$ cat src/rtl/fb_scanout_pkg.sv
// fb_scanout_pkg: default raster timing, CHIP-8 geometry and framebuffer address packing.
// Shared by vga_timing, fb_scanout and the bus interface.
package fb_scanout_pkg;

    localparam int H_ACTIVE_DEF = 640;
    localparam int H_FP_DEF     = 16;
    localparam int H_SYNC_DEF   = 96;
    localparam int H_BP_DEF     = 48;
    localparam int V_ACTIVE_DEF = 480;
    localparam int V_FP_DEF     = 10;
    localparam int V_SYNC_DEF   = 2;
    localparam int V_BP_DEF     = 33;
    localparam int SCALE_DEF    = 8;
    localparam int X_OFFSET_DEF = 64;
    localparam int Y_OFFSET_DEF = 112;

    localparam int CHIP8_W            = 64;
    localparam int CHIP8_H            = 32;
    localparam int CX_W               = $clog2(CHIP8_W);
    localparam int CY_W               = $clog2(CHIP8_H);
    localparam int FB_ROW_STRIDE_LOG2 = 5;
    localparam int FB_ADDR_W          = CY_W + FB_ROW_STRIDE_LOG2;

    // Row stride is 32 bytes; only bytes 0..7 of each row hold pixels.
    function automatic logic [FB_ADDR_W-1:0] fb_addr_pack(input logic [CY_W-1:0] cy,
                                                          input logic [CX_W-1:0] cx);
        return {cy, {(FB_ROW_STRIDE_LOG2-3){1'b0}}, cx[5:3]};
    endfunction

endpackage

$ cat src/rtl/fb_scanout_if.sv
// fb_scanout_if: framebuffer read port plus video pins; master = scanout, slave = RAM/display side.
// No handshake: the RAM answers one clock after sampling the address.
interface fb_scanout_if;
    import fb_scanout_pkg::*;

    logic [FB_ADDR_W-1:0] fb_read_address;
    logic [7:0]           fb_ram_out;
    logic                 hsync;
    logic                 vsync;
    logic                 video_active;
    logic                 pixel;
    logic                 vblank_start;

    modport master (
        output fb_read_address, hsync, vsync, video_active, pixel, vblank_start,
        input  fb_ram_out
    );

    modport slave (
        input  fb_read_address, hsync, vsync, video_active, pixel, vblank_start,
        output fb_ram_out
    );

endinterface

$ cat src/rtl/vga_timing.sv
// vga_timing: free-running h/v raster counters with raw sync, active and vblank decode.
// Outputs are decoded from the counter registers with zero added latency; no backpressure.
module vga_timing
    import fb_scanout_pkg::*;
#(
    parameter  int H_ACTIVE = H_ACTIVE_DEF,
    parameter  int H_FP     = H_FP_DEF,
    parameter  int H_SYNC   = H_SYNC_DEF,
    parameter  int H_BP     = H_BP_DEF,
    parameter  int V_ACTIVE = V_ACTIVE_DEF,
    parameter  int V_FP     = V_FP_DEF,
    parameter  int V_SYNC   = V_SYNC_DEF,
    parameter  int V_BP     = V_BP_DEF,
    localparam int H_TOTAL  = H_ACTIVE + H_FP + H_SYNC + H_BP,
    localparam int V_TOTAL  = V_ACTIVE + V_FP + V_SYNC + V_BP,
    localparam int HW       = $clog2(H_TOTAL),
    localparam int VW       = $clog2(V_TOTAL)
) (
    input  logic          clk,
    input  logic          reset_n,
    output logic [HW-1:0] h_count_o,
    output logic [VW-1:0] v_count_o,
    output logic          hsync_o,
    output logic          vsync_o,
    output logic          video_active_o,
    output logic          vblank_start_o
);

    localparam logic [HW-1:0] H_LAST   = HW'(H_TOTAL - 1);
    localparam logic [HW-1:0] H_ACT    = HW'(H_ACTIVE);
    localparam logic [HW-1:0] HS_START = HW'(H_ACTIVE + H_FP);
    localparam logic [HW-1:0] HS_END   = HW'(H_ACTIVE + H_FP + H_SYNC);
    localparam logic [VW-1:0] V_LAST   = VW'(V_TOTAL - 1);
    localparam logic [VW-1:0] V_ACT    = VW'(V_ACTIVE);
    localparam logic [VW-1:0] VS_START = VW'(V_ACTIVE + V_FP);
    localparam logic [VW-1:0] VS_END   = VW'(V_ACTIVE + V_FP + V_SYNC);

    logic [HW-1:0] h_q, h_d;
    logic [VW-1:0] v_q, v_d;

    always_comb begin
        h_d = h_q + 1'b1;
        v_d = v_q;
        if (h_q == H_LAST) begin
            h_d = '0;
            v_d = (v_q == V_LAST) ? '0 : v_q + 1'b1;
        end
    end

    always_ff @(posedge clk or negedge reset_n) begin
        if (!reset_n) begin
            h_q <= '0;
            v_q <= '0;
        end else begin
            h_q <= h_d;
            v_q <= v_d;
        end
    end

    assign h_count_o      = h_q;
    assign v_count_o      = v_q;
    assign hsync_o        = ~((h_q >= HS_START) && (h_q < HS_END));
    assign vsync_o        = ~((v_q >= VS_START) && (v_q < VS_END));
    assign video_active_o = (h_q < H_ACT) && (v_q < V_ACT);
    assign vblank_start_o = (h_q == '0) && (v_q == V_ACT);

endmodule

$ cat src/rtl/fb_scanout.sv
// fb_scanout: CHIP-8 64x32 framebuffer to scaled raster; pins lag the counters by 3 clocks, free-running (no backpressure).
// Optional FB_SCANOUT_BORDER_EN draws a 1-pixel frame just outside the image window.
module fb_scanout
    import fb_scanout_pkg::*;
#(
    parameter  int H_ACTIVE = H_ACTIVE_DEF,
    parameter  int H_FP     = H_FP_DEF,
    parameter  int H_SYNC   = H_SYNC_DEF,
    parameter  int H_BP     = H_BP_DEF,
    parameter  int V_ACTIVE = V_ACTIVE_DEF,
    parameter  int V_FP     = V_FP_DEF,
    parameter  int V_SYNC   = V_SYNC_DEF,
    parameter  int V_BP     = V_BP_DEF,
    parameter  int SCALE    = SCALE_DEF,
    parameter  int X_OFFSET = X_OFFSET_DEF,
    parameter  int Y_OFFSET = Y_OFFSET_DEF,
    localparam int H_TOTAL  = H_ACTIVE + H_FP + H_SYNC + H_BP,
    localparam int V_TOTAL  = V_ACTIVE + V_FP + V_SYNC + V_BP,
    localparam int HW       = $clog2(H_TOTAL),
    localparam int VW       = $clog2(V_TOTAL)
) (
    input  logic         clk,
    input  logic         reset_n,
    fb_scanout_if.master bus
);

    localparam int X_END = X_OFFSET + CHIP8_W * SCALE;
    localparam int Y_END = Y_OFFSET + CHIP8_H * SCALE;
    localparam int SW    = (SCALE > 1) ? $clog2(SCALE) : 1;

    localparam logic [HW-1:0] XO      = HW'(X_OFFSET);
    localparam logic [HW-1:0] XE      = HW'(X_END);
    localparam logic [VW-1:0] YO      = VW'(Y_OFFSET);
    localparam logic [VW-1:0] YE      = VW'(Y_END);
    localparam logic [HW-1:0] H_LAST  = HW'(H_TOTAL - 1);
    localparam logic [SW-1:0] SC_LAST = SW'(SCALE - 1);

    if (SCALE < 1 || X_END > H_ACTIVE || Y_END > V_ACTIVE) begin : g_bad_geometry
        $error("fb_scanout: scaled image window does not fit inside the active area");
    end

    logic [HW-1:0] h_cnt;
    logic [VW-1:0] v_cnt;
    logic          hs_raw, vs_raw, act_raw, vblank_raw;

    vga_timing #(
        .H_ACTIVE(H_ACTIVE), .H_FP(H_FP), .H_SYNC(H_SYNC), .H_BP(H_BP),
        .V_ACTIVE(V_ACTIVE), .V_FP(V_FP), .V_SYNC(V_SYNC), .V_BP(V_BP)
    ) u_timing (
        .clk           (clk),
        .reset_n       (reset_n),
        .h_count_o     (h_cnt),
        .v_count_o     (v_cnt),
        .hsync_o       (hs_raw),
        .vsync_o       (vs_raw),
        .video_active_o(act_raw),
        .vblank_start_o(vblank_raw)
    );

    logic in_x, in_y, in_win, line_end;
    assign in_x     = (h_cnt >= XO) && (h_cnt < XE);
    assign in_y     = (v_cnt >= YO) && (v_cnt < YE);
    assign in_win   = in_x && in_y;
    assign line_end = (h_cnt == H_LAST);

    // Sub-pixel counters describe the current counter position; they sit at 0
    // outside the window so the first window column/line always starts at 0.
    logic [SW-1:0]   sx_q, sx_d, sy_q, sy_d;
    logic [CX_W-1:0] cx_q, cx_d;
    logic [CY_W-1:0] cy_q, cy_d;

    always_comb begin
        sx_d = '0;
        cx_d = '0;
        if (in_x) begin
            if (sx_q == SC_LAST) begin
                sx_d = '0;
                cx_d = cx_q + 1'b1;
            end else begin
                sx_d = sx_q + 1'b1;
                cx_d = cx_q;
            end
        end
    end

    always_comb begin
        sy_d = sy_q;
        cy_d = cy_q;
        if (line_end) begin
            sy_d = '0;
            cy_d = '0;
            if (in_y) begin
                if (sy_q == SC_LAST) begin
                    cy_d = cy_q + 1'b1;
                end else begin
                    sy_d = sy_q + 1'b1;
                    cy_d = cy_q;
                end
            end
        end
    end

    logic [FB_ADDR_W-1:0] addr_q, addr_d;
    assign addr_d = in_win ? fb_addr_pack(cy_q, cx_q) : '0;

    // Bit index and window flag ride alongside the address so they meet the RAM data.
    logic [2:0] bit1_q, bit2_q;
    logic [1:0] win_q;
    logic [2:0] hs_q, vs_q, act_q;
    logic       pixel_q, pixel_d;

`ifdef FB_SCANOUT_BORDER_EN
    localparam logic [HW-1:0] XB0 = HW'(X_OFFSET - 1);
    localparam logic [VW-1:0] YB0 = VW'(Y_OFFSET - 1);

    if (X_OFFSET < 1 || Y_OFFSET < 1) begin : g_bad_border
        $error("fb_scanout: border needs at least one column and line before the image");
    end

    logic       border_raw;
    logic [1:0] border_q;

    assign border_raw = ((h_cnt == XB0 || h_cnt == XE) && (v_cnt >= YB0) && (v_cnt <= YE))
                     || ((v_cnt == YB0 || v_cnt == YE) && (h_cnt >= XB0) && (h_cnt <= XE));

    always_ff @(posedge clk or negedge reset_n) begin
        if (!reset_n) begin
            border_q <= '0;
        end else begin
            border_q <= {border_q[0], border_raw};
        end
    end
`endif

    always_comb begin
        pixel_d = 1'b0;
        if (act_q[1]) begin
            if (win_q[1]) begin
                pixel_d = bus.fb_ram_out[3'd7 - bit2_q];
            end
`ifdef FB_SCANOUT_BORDER_EN
            else begin
                pixel_d = border_q[1];
            end
`endif
        end
    end

    always_ff @(posedge clk or negedge reset_n) begin
        if (!reset_n) begin
            sx_q    <= '0;
            cx_q    <= '0;
            sy_q    <= '0;
            cy_q    <= '0;
            addr_q  <= '0;
            bit1_q  <= '0;
            bit2_q  <= '0;
            win_q   <= '0;
            hs_q    <= '1;
            vs_q    <= '1;
            act_q   <= '0;
            pixel_q <= 1'b0;
        end else begin
            sx_q    <= sx_d;
            cx_q    <= cx_d;
            sy_q    <= sy_d;
            cy_q    <= cy_d;
            addr_q  <= addr_d;
            bit1_q  <= cx_q[2:0];
            bit2_q  <= bit1_q;
            win_q   <= {win_q[0], in_win};
            hs_q    <= {hs_q[1:0], hs_raw};
            vs_q    <= {vs_q[1:0], vs_raw};
            act_q   <= {act_q[1:0], act_raw};
            pixel_q <= pixel_d;
        end
    end

    assign bus.fb_read_address = addr_q;
    assign bus.hsync           = hs_q[2];
    assign bus.vsync           = vs_q[2];
    assign bus.video_active    = act_q[2];
    assign bus.pixel           = pixel_q;
    assign bus.vblank_start    = vblank_raw;

endmodule

$ cat src/flat_wrapper.sv
// flat-port wrapper written by rule: the top's interface ports become plain ports
module fb_scanout_flat import fb_scanout_pkg::*;
#(
    parameter  int H_ACTIVE = H_ACTIVE_DEF,
    parameter  int H_FP     = H_FP_DEF,
    parameter  int H_SYNC   = H_SYNC_DEF,
    parameter  int H_BP     = H_BP_DEF,
    parameter  int V_ACTIVE = V_ACTIVE_DEF,
    parameter  int V_FP     = V_FP_DEF,
    parameter  int V_SYNC   = V_SYNC_DEF,
    parameter  int V_BP     = V_BP_DEF,
    parameter  int SCALE    = SCALE_DEF,
    parameter  int X_OFFSET = X_OFFSET_DEF,
    parameter  int Y_OFFSET = Y_OFFSET_DEF,
    localparam int H_TOTAL  = H_ACTIVE + H_FP + H_SYNC + H_BP,
    localparam int V_TOTAL  = V_ACTIVE + V_FP + V_SYNC + V_BP,
    localparam int HW       = $clog2(H_TOTAL),
    localparam int VW       = $clog2(V_TOTAL)
)
  (clk, reset_n, bus_fb_read_address, bus_hsync, bus_vsync, bus_video_active, bus_pixel, bus_vblank_start, bus_fb_ram_out);
  fb_scanout_if bus_i ();
  input  logic clk;
  input  logic reset_n;
  output wire logic [$bits(bus_i.fb_read_address)-1:0] bus_fb_read_address;
  output wire logic [$bits(bus_i.hsync)-1:0] bus_hsync;
  output wire logic [$bits(bus_i.vsync)-1:0] bus_vsync;
  output wire logic [$bits(bus_i.video_active)-1:0] bus_video_active;
  output wire logic [$bits(bus_i.pixel)-1:0] bus_pixel;
  output wire logic [$bits(bus_i.vblank_start)-1:0] bus_vblank_start;
  input wire logic [$bits(bus_i.fb_ram_out)-1:0] bus_fb_ram_out;
  assign bus_fb_read_address = bus_i.fb_read_address;
  assign bus_hsync = bus_i.hsync;
  assign bus_vsync = bus_i.vsync;
  assign bus_video_active = bus_i.video_active;
  assign bus_pixel = bus_i.pixel;
  assign bus_vblank_start = bus_i.vblank_start;
  assign bus_i.fb_ram_out = bus_fb_ram_out;
  fb_scanout #(.H_ACTIVE(H_ACTIVE), .H_FP(H_FP), .H_SYNC(H_SYNC), .H_BP(H_BP), .V_ACTIVE(V_ACTIVE), .V_FP(V_FP), .V_SYNC(V_SYNC), .V_BP(V_BP), .SCALE(SCALE), .X_OFFSET(X_OFFSET), .Y_OFFSET(Y_OFFSET)) u_core (.clk(clk), .reset_n(reset_n), .bus(bus_i));
endmodule
$ cat config.mk
export PLATFORM = sky130hd
export DESIGN_NAME = fb_scanout_flat
export DESIGN_NICKNAME = d
export VERILOG_FILES = /design/src/rtl/fb_scanout_pkg.sv /design/src/rtl/fb_scanout_if.sv /design/src/rtl/vga_timing.sv /design/src/rtl/fb_scanout.sv /design/src/flat_wrapper.sv
export SDC_FILE = /design/constraint.sdc
export NUM_CORES = 1
export LEC_CHECK = 0
export CAP_MARGIN = 20
export CORE_ASPECT_RATIO = 2
export CORE_MARGIN = 3
export CORE_UTILIZATION = 56
export CTS_CLUSTER_SIZE = 8
export DETAILED_ROUTE_END_ITERATION = 8
export HOLD_SLACK_MARGIN = 0.15
export PLACE_DENSITY = 0.75
export SLEW_MARGIN = 10
export SYNTH_ARGS = -nofsm -noshare
export SYNTH_HDL_FRONTEND = slang
export SYNTH_SLANG_ARGS = --single-unit
$ cat constraint.sdc
create_clock -name clk -period 5 [get_ports clk]
set_clock_uncertainty 0.1 [all_clocks]
set_input_delay 1 -clock clk [delete_from_list [all_inputs] [get_ports clk]]
set_output_delay 1 -clock clk [all_outputs]
set_load 0.03 [all_outputs]
# [Yosys cells after proc, flatten, opt, wreduce, memory -nomap -nowiden]
# Cells that the tools add are included.
[totals] reg_bits=65 word_cells=65 inputBits=10 output_inout_bits=15
[op_classes] n_lt_le_gt_ge=11 n_reduce_logical=9 bitwise=2 n_eq_ne=7 n_mux=15 n_addsub=7
[op_table] op="less-than comparator 10 bit (second input constant)" n=3
[op_table] op="less-than comparator 10 x 9 -> 1 bit (second input constant)" n=3
[op_table] op="two-way mux 10 bit" n=3
[op_table] op="adder 10 x 1 -> 10 bit (second input constant)" n=2
[op_table] op="== test 10 bit (second input constant)" n=2
[op_table] op=">= comparator 10 x 7 -> 1 bit (second input constant)" n=2
[op_table] op="two-way mux 3 bit" n=4
[op_table] op="two-way mux 6 bit" n=2
[op_table] op="== test 10 x 9 -> 1 bit (second input constant)" n=1
[op_table] op=">= comparator 10 bit (second input constant)" n=1
[op_table] op=">= comparator 10 x 9 -> 1 bit (second input constant)" n=1
[op_table] op="zero test 10 bit" n=1
[op_table] op="two-way mux 5 bit" n=2
[op_table] op="logical AND 1 bit" n=7
[op_table] op="adder 3 x 1 -> 3 bit (second input constant)" n=2
[op_table] op="adder 6 x 1 -> 6 bit (second input constant)" n=1
[op_table] op="== test 3 bit (second input constant)" n=2
[op_table] op="adder 5 x 1 -> 5 bit (second input constant)" n=1
[op_table] op="less-than comparator 3 x 4 -> 1 bit (second input constant)" n=1
[op_table] op="inequality test 2 bit (second input constant)" n=2
[op_table] op="binary-select mux 1 bit (select 3 bit)" n=1
[op_table] op="two-way mux 1 bit" n=3
[op_table] op="subtractor 3 bit (first input constant)" n=1
[op_table] op="inverter 1 bit" n=2
[op_table] op="AND reduction 2 bit" n=1

# [Longest topological paths before layout]
[logic_depth] word_depth=5 ltp_mapped=7 depth_no_buf=6

# [By module]
# Synthesis repeated with hierarchy kept, for this count alone.
[hier_totals] hier_cells=249 area_unflattened_um2=2870.3
[by_module_without_submodules] module="fb_scanout" cells_each=135 n_inst=1 area_per_inst_um2=1695.4 seq_area_each_um2=1083.5
[by_module_without_submodules] module="vga_timing" cells_each=114 n_inst=1 area_per_inst_um2=1174.9 seq_area_each_um2=500.5

# [Worst setup path before layout]
# Ideal clock, no wire load.
[synth_path] path_type="register to output" startpoint="register u_core.u_timing.h_q[2], in the netlist u_core.u_timing.h_count_o[2]" endpoint="output bus_vblank_start" stages_incl_launch_ff=3 n_path_buf=0 arrival_time_ps=1592 required_ps=3900 path_slack_ps=2308 cell_sequence="dfrtp_1 > or4_1 > nor3_1"
[synth_between] elab_chain_len=2
[synth_rtl] item="start: declaration" line_no="vga_timing.sv:38" text="logic [HW-1:0] h_q, h_d;"
[synth_rtl] item="start signal: assignment" line_no="vga_timing.sv:52" text="h_q <= '0;"
[synth_rtl] item="start signal: assignment" line_no="vga_timing.sv:55" text="h_q <= h_d;"
[synth_rtl] item="zero test 10 bit" line_no="vga_timing.sv:65" text="assign vblank_start_o = (h_q == '0) && (v_q == V_ACT);"
[synth_rtl] item="logical AND 1 bit" line_no="vga_timing.sv:65"
[synth_rtl] item="end: declaration" line_no="flat_wrapper.sv:29" text="output wire logic [$bits(bus_i.vblank_start)-1:0] bus_vblank_start;"
# Every way passes these cells.

# [Final worst setup path]
[layout_path] startpoint="register u_core.u_timing.h_q[8], in the netlist u_core.u_timing.h_count_o[8]" endpoint="output bus_vblank_start"
# The elaborated chain is that of the path after synthesis.

==> impl_metrics.tcl <==
set metrics [dict create \
    switching_share_pct 20.3 \
    routed_wl_mm 4.82 \
    worstMarginPinSlew_ps 864 \
    core.rowCount 35 \
    vias 1849 \
    synthFlopType "dfrtp_1" \
    yosys.area_share.adder_pct 5.09 \
    core_um2 4640 \
    antenna_cells 0 \
    synth_top_area_share_pct 52.8 \
    hold_path_class "register to register" \
    hold_buffers 0 \
    crit_required_ps 3900 \
    top_layer "met4" \
    numPortBuffers 22 \
    clkPwrFrac_pct 44.3 \
    critPathKind "register to output port" \
    wl_met1_mm 1.76 \
    worstSkewPairLatency_ps 340 \
    io_pins 25 \
    synth_xor_area_share_pct 5.51 \
    root_buffer "clkbuf_8" \
    status "finished, final reports clean" \
    start_kind "register" \
    clockBufferDepth 2 \
    power_frac_comb_pct 2.1 \
    synth_area_um2 2700 \
    cts.clk_slew.worst_paths_ps 60 \
    cts_buffers 9 \
    routabilityCongestion 0.913 \
    worstReg2RegStart "u_core.u_timing.h_count_o[7]" \
    synth_seq_area_share_pct 58.6 \
    setup_slack_ps 1670 \
    final_nets 282 \
    p_per_area_nw_per_um2 302 \
    layoutNonFillerInstCount 321 \
    overflow 0 \
    drt_iter0_drc 25 \
    cp.arrival_ps 2230 \
    hp-start "u_core.bit1_q[1]" \
    worstSetupStartpoint "u_core.u_timing.h_count_o[8]" \
    htreeDepth 3 \
    die_w_um 55.1 \
    post_drt_wl_per_cell_um 15.0 \
    cap_violations 0 \
    area_growth_pct 16.6 \
    drcViolationCount 0 \
    syn-mean-instance-area_um2 11.6 \
    cts_tree "yes" \
    antenna_found_initial 0 \
    synth-seq-cells 63 \
    post_cts_resized 0 \
    maxSlewViolCount 0 \
    dr_wl_met2_mm 2.67 \
    setup-tns-final_ps 0 \
    grt_pass1_vias 1885 \
    grt_pass1_wl_mm 8.27 \
    clock-sinks 63 \
    dpl.hpwl_mm 3.40 \
    max_freq_ghz 0.300 \
    synth.area.top_cells "dfrtp_1, dfstp_2, ha_1" \
    peakVddDrop_mv 0.261 \
    synth-edff-count 0 \
    synth_compound_area_share_pct 5.14 \
    critPathCaptureType "output port" \
    synthTopCellsByCount "dfrtp_1, nand2_1, nor2_1, nand3_1, ha_1" \
    p_switching_w 0.000193 \
    wl_met3_um 272 \
    grtUsageTotal_pct 20.3 \
    die_y_um 104 \
    period_share_pct 66.6 \
    start_util_pct 58.2 \
    layout-drive-gt1-share_pct 10.9 \
    placed_cell_area_um2 2960 \
    p_leak_nw 1.40 \
    antenna_left 0 \
    netlist_instances 233 \
    setup_viol 0 \
    worstPathMaxFanout 6 \
    dp_slack_ps 2100 \
    p_int_w 0.000759 \
    p_seq_share_pct 53.6 \
    avgViaCountPerCell 5.76 \
    synth_largest_area_cell "dfrtp_1" \
    yosysWarnings 0 \
    async_flop_share_pct 100 \
    dr.pass1.iters 4 \
    finalHoldViolCount 0 \
    yosys.area_share.simple_pct 19.7 \
    die-area_um2 5750 \
    synth_cell_types 39 \
    grt_max_degree 64 \
    cts_setup_buffers 0 \
    yosysMostFrequentCell "dfrtp_1" \
    fin_area_um2 3150 \
    dp.cells 305 \
    fin_util_pct 67.9 \
    r2r_setup_slack_ps 2490 \
    finalCriticalPeriod_ps 3330 \
    synth_top_family_by_area "simple AND/OR/NAND/NOR gates" \
    rsz0062_at_grt "no" \
    relSlewSlack_pct 42.3 \
    synthMuxAreaShare_pct 3.19 \
]
-- metrics by stage --
step / power [W] / hold slack (ps)
after CTS: 0.000965 / 251
after floorplan: 0.000524 / 231
after global placement: 0.000540 / 233
final: 0.000952 / 250
after detailed placement: 0.000540 / 236
after global routing: 0.000990 / 259
-- layer usage --
metal  GRT usage, %  vias up
met5              0        -
met4           11.3        0
met3           6.46       12
met2           33.3       53
met1           21.6      910
li1               -      874
-- state kept, by name (all words and copies together) (netlist names), 2 cells and up --
| signal | count |
|---|---|
| u_core.vs_q | 3 |
| u_core.win_q | 2 |
| u_core.bit1_q | 3 |
| u_core.cx_q | 6 |
| u_core.sx_q | 3 |
| u_core.sy_q | 3 |
| u_core.cy_q | 5 |
| u_core.hs_q | 3 |
| u_core.u_timing.v_count_o | 10 |
| u_core.bit2_q | 3 |
| u_core.bus.fb_read_address | 8 |
| u_core.u_timing.h_count_o | 10 |
| u_core.act_q | 3 |
-- power by group through the flow --
stage,registers [W],clock network (W),logic [W]
global placement,0.000519,0,0.0000205
global route,0.000510,0.000458,0.0000227
floorplan,0.000519,0,0.00000461
detailed placement,0.000519,0,0.0000207
finish,0.000510,0.000422,0.0000198
CTS,0.000510,0.000434,0.0000208
-- cell usage in the layout (no fill, tap or decap), types with 3 or more instances in the layout --
cell type | synthesis | layout
and2_1 | 10 | 10
clkbuf_8 | 0 | 10
ha_1 | 11 | 11
clkdlybuf4s50_1 | 0 | 21
clkinv_2 | 0 | 3
mux2i_1 | 3 | 3
nand4_1 | 8 | 8
o21ai_0 | 4 | 4
or4_1 | 5 | 5
and3_1 | 6 | 6
dfstp_2 | 6 | 6
nand3_1 | 15 | 15
nor3_1 | 7 | 7
nor2_1 | 17 | 17
and4_1 | 3 | 3
inv_1 | 7 | 7
nor4_1 | 4 | 4
nand2_1 | 19 | 19
xnor2_1 | 9 | 9
xor2_1 | 8 | 8
o31ai_1 | 3 | 3
dfrtp_1 | 57 | 57
-- cells by family after synthesis --
group                    after synthesis
other                                  1
AND/OR/NAND/NOR                      101
adder cells (fa/ha/maj)               11
XOR/XNOR                              17
AO/OA/AOI/OAI                         19
buffers and inverters                 15
flip-flops                            63
multiplexers                           6
-- cell type report --
cell class              count  area, um^2
flip-flops and latches     63        1580
clock buffers              12         145
clock inverters             4        45.0
fillers                   385        1490
inverters                   7        26.3
well taps                  55        68.8
repair buffers             24         230
multi-input cells         156        1050
-- worst max-delay path: stages (launching register included) --
cell and delay [ps]:
dfrtp_1 430, nor3_1 380, nand4_1 160, nor3_1 210
clkdlybuf4s50_1 700
-- final timing paths --
| check | depth (start not counted) | end |
|---|---|---|
| max in group asynchronous | 2 | u_core.u_timing.v_count_o[7] |
| min reg2reg | 0 | u_core.bit2_q[1] |
| max reg2reg | 4 | u_core.u_timing.v_count_o[4] |
| max | 4 | bus_vblank_start |
| min | 0 | u_core.bit2_q[1] |
| min in group asynchronous | 2 | u_core.bus.fb_read_address[5] |
Power figures use the tool's default switching activity.
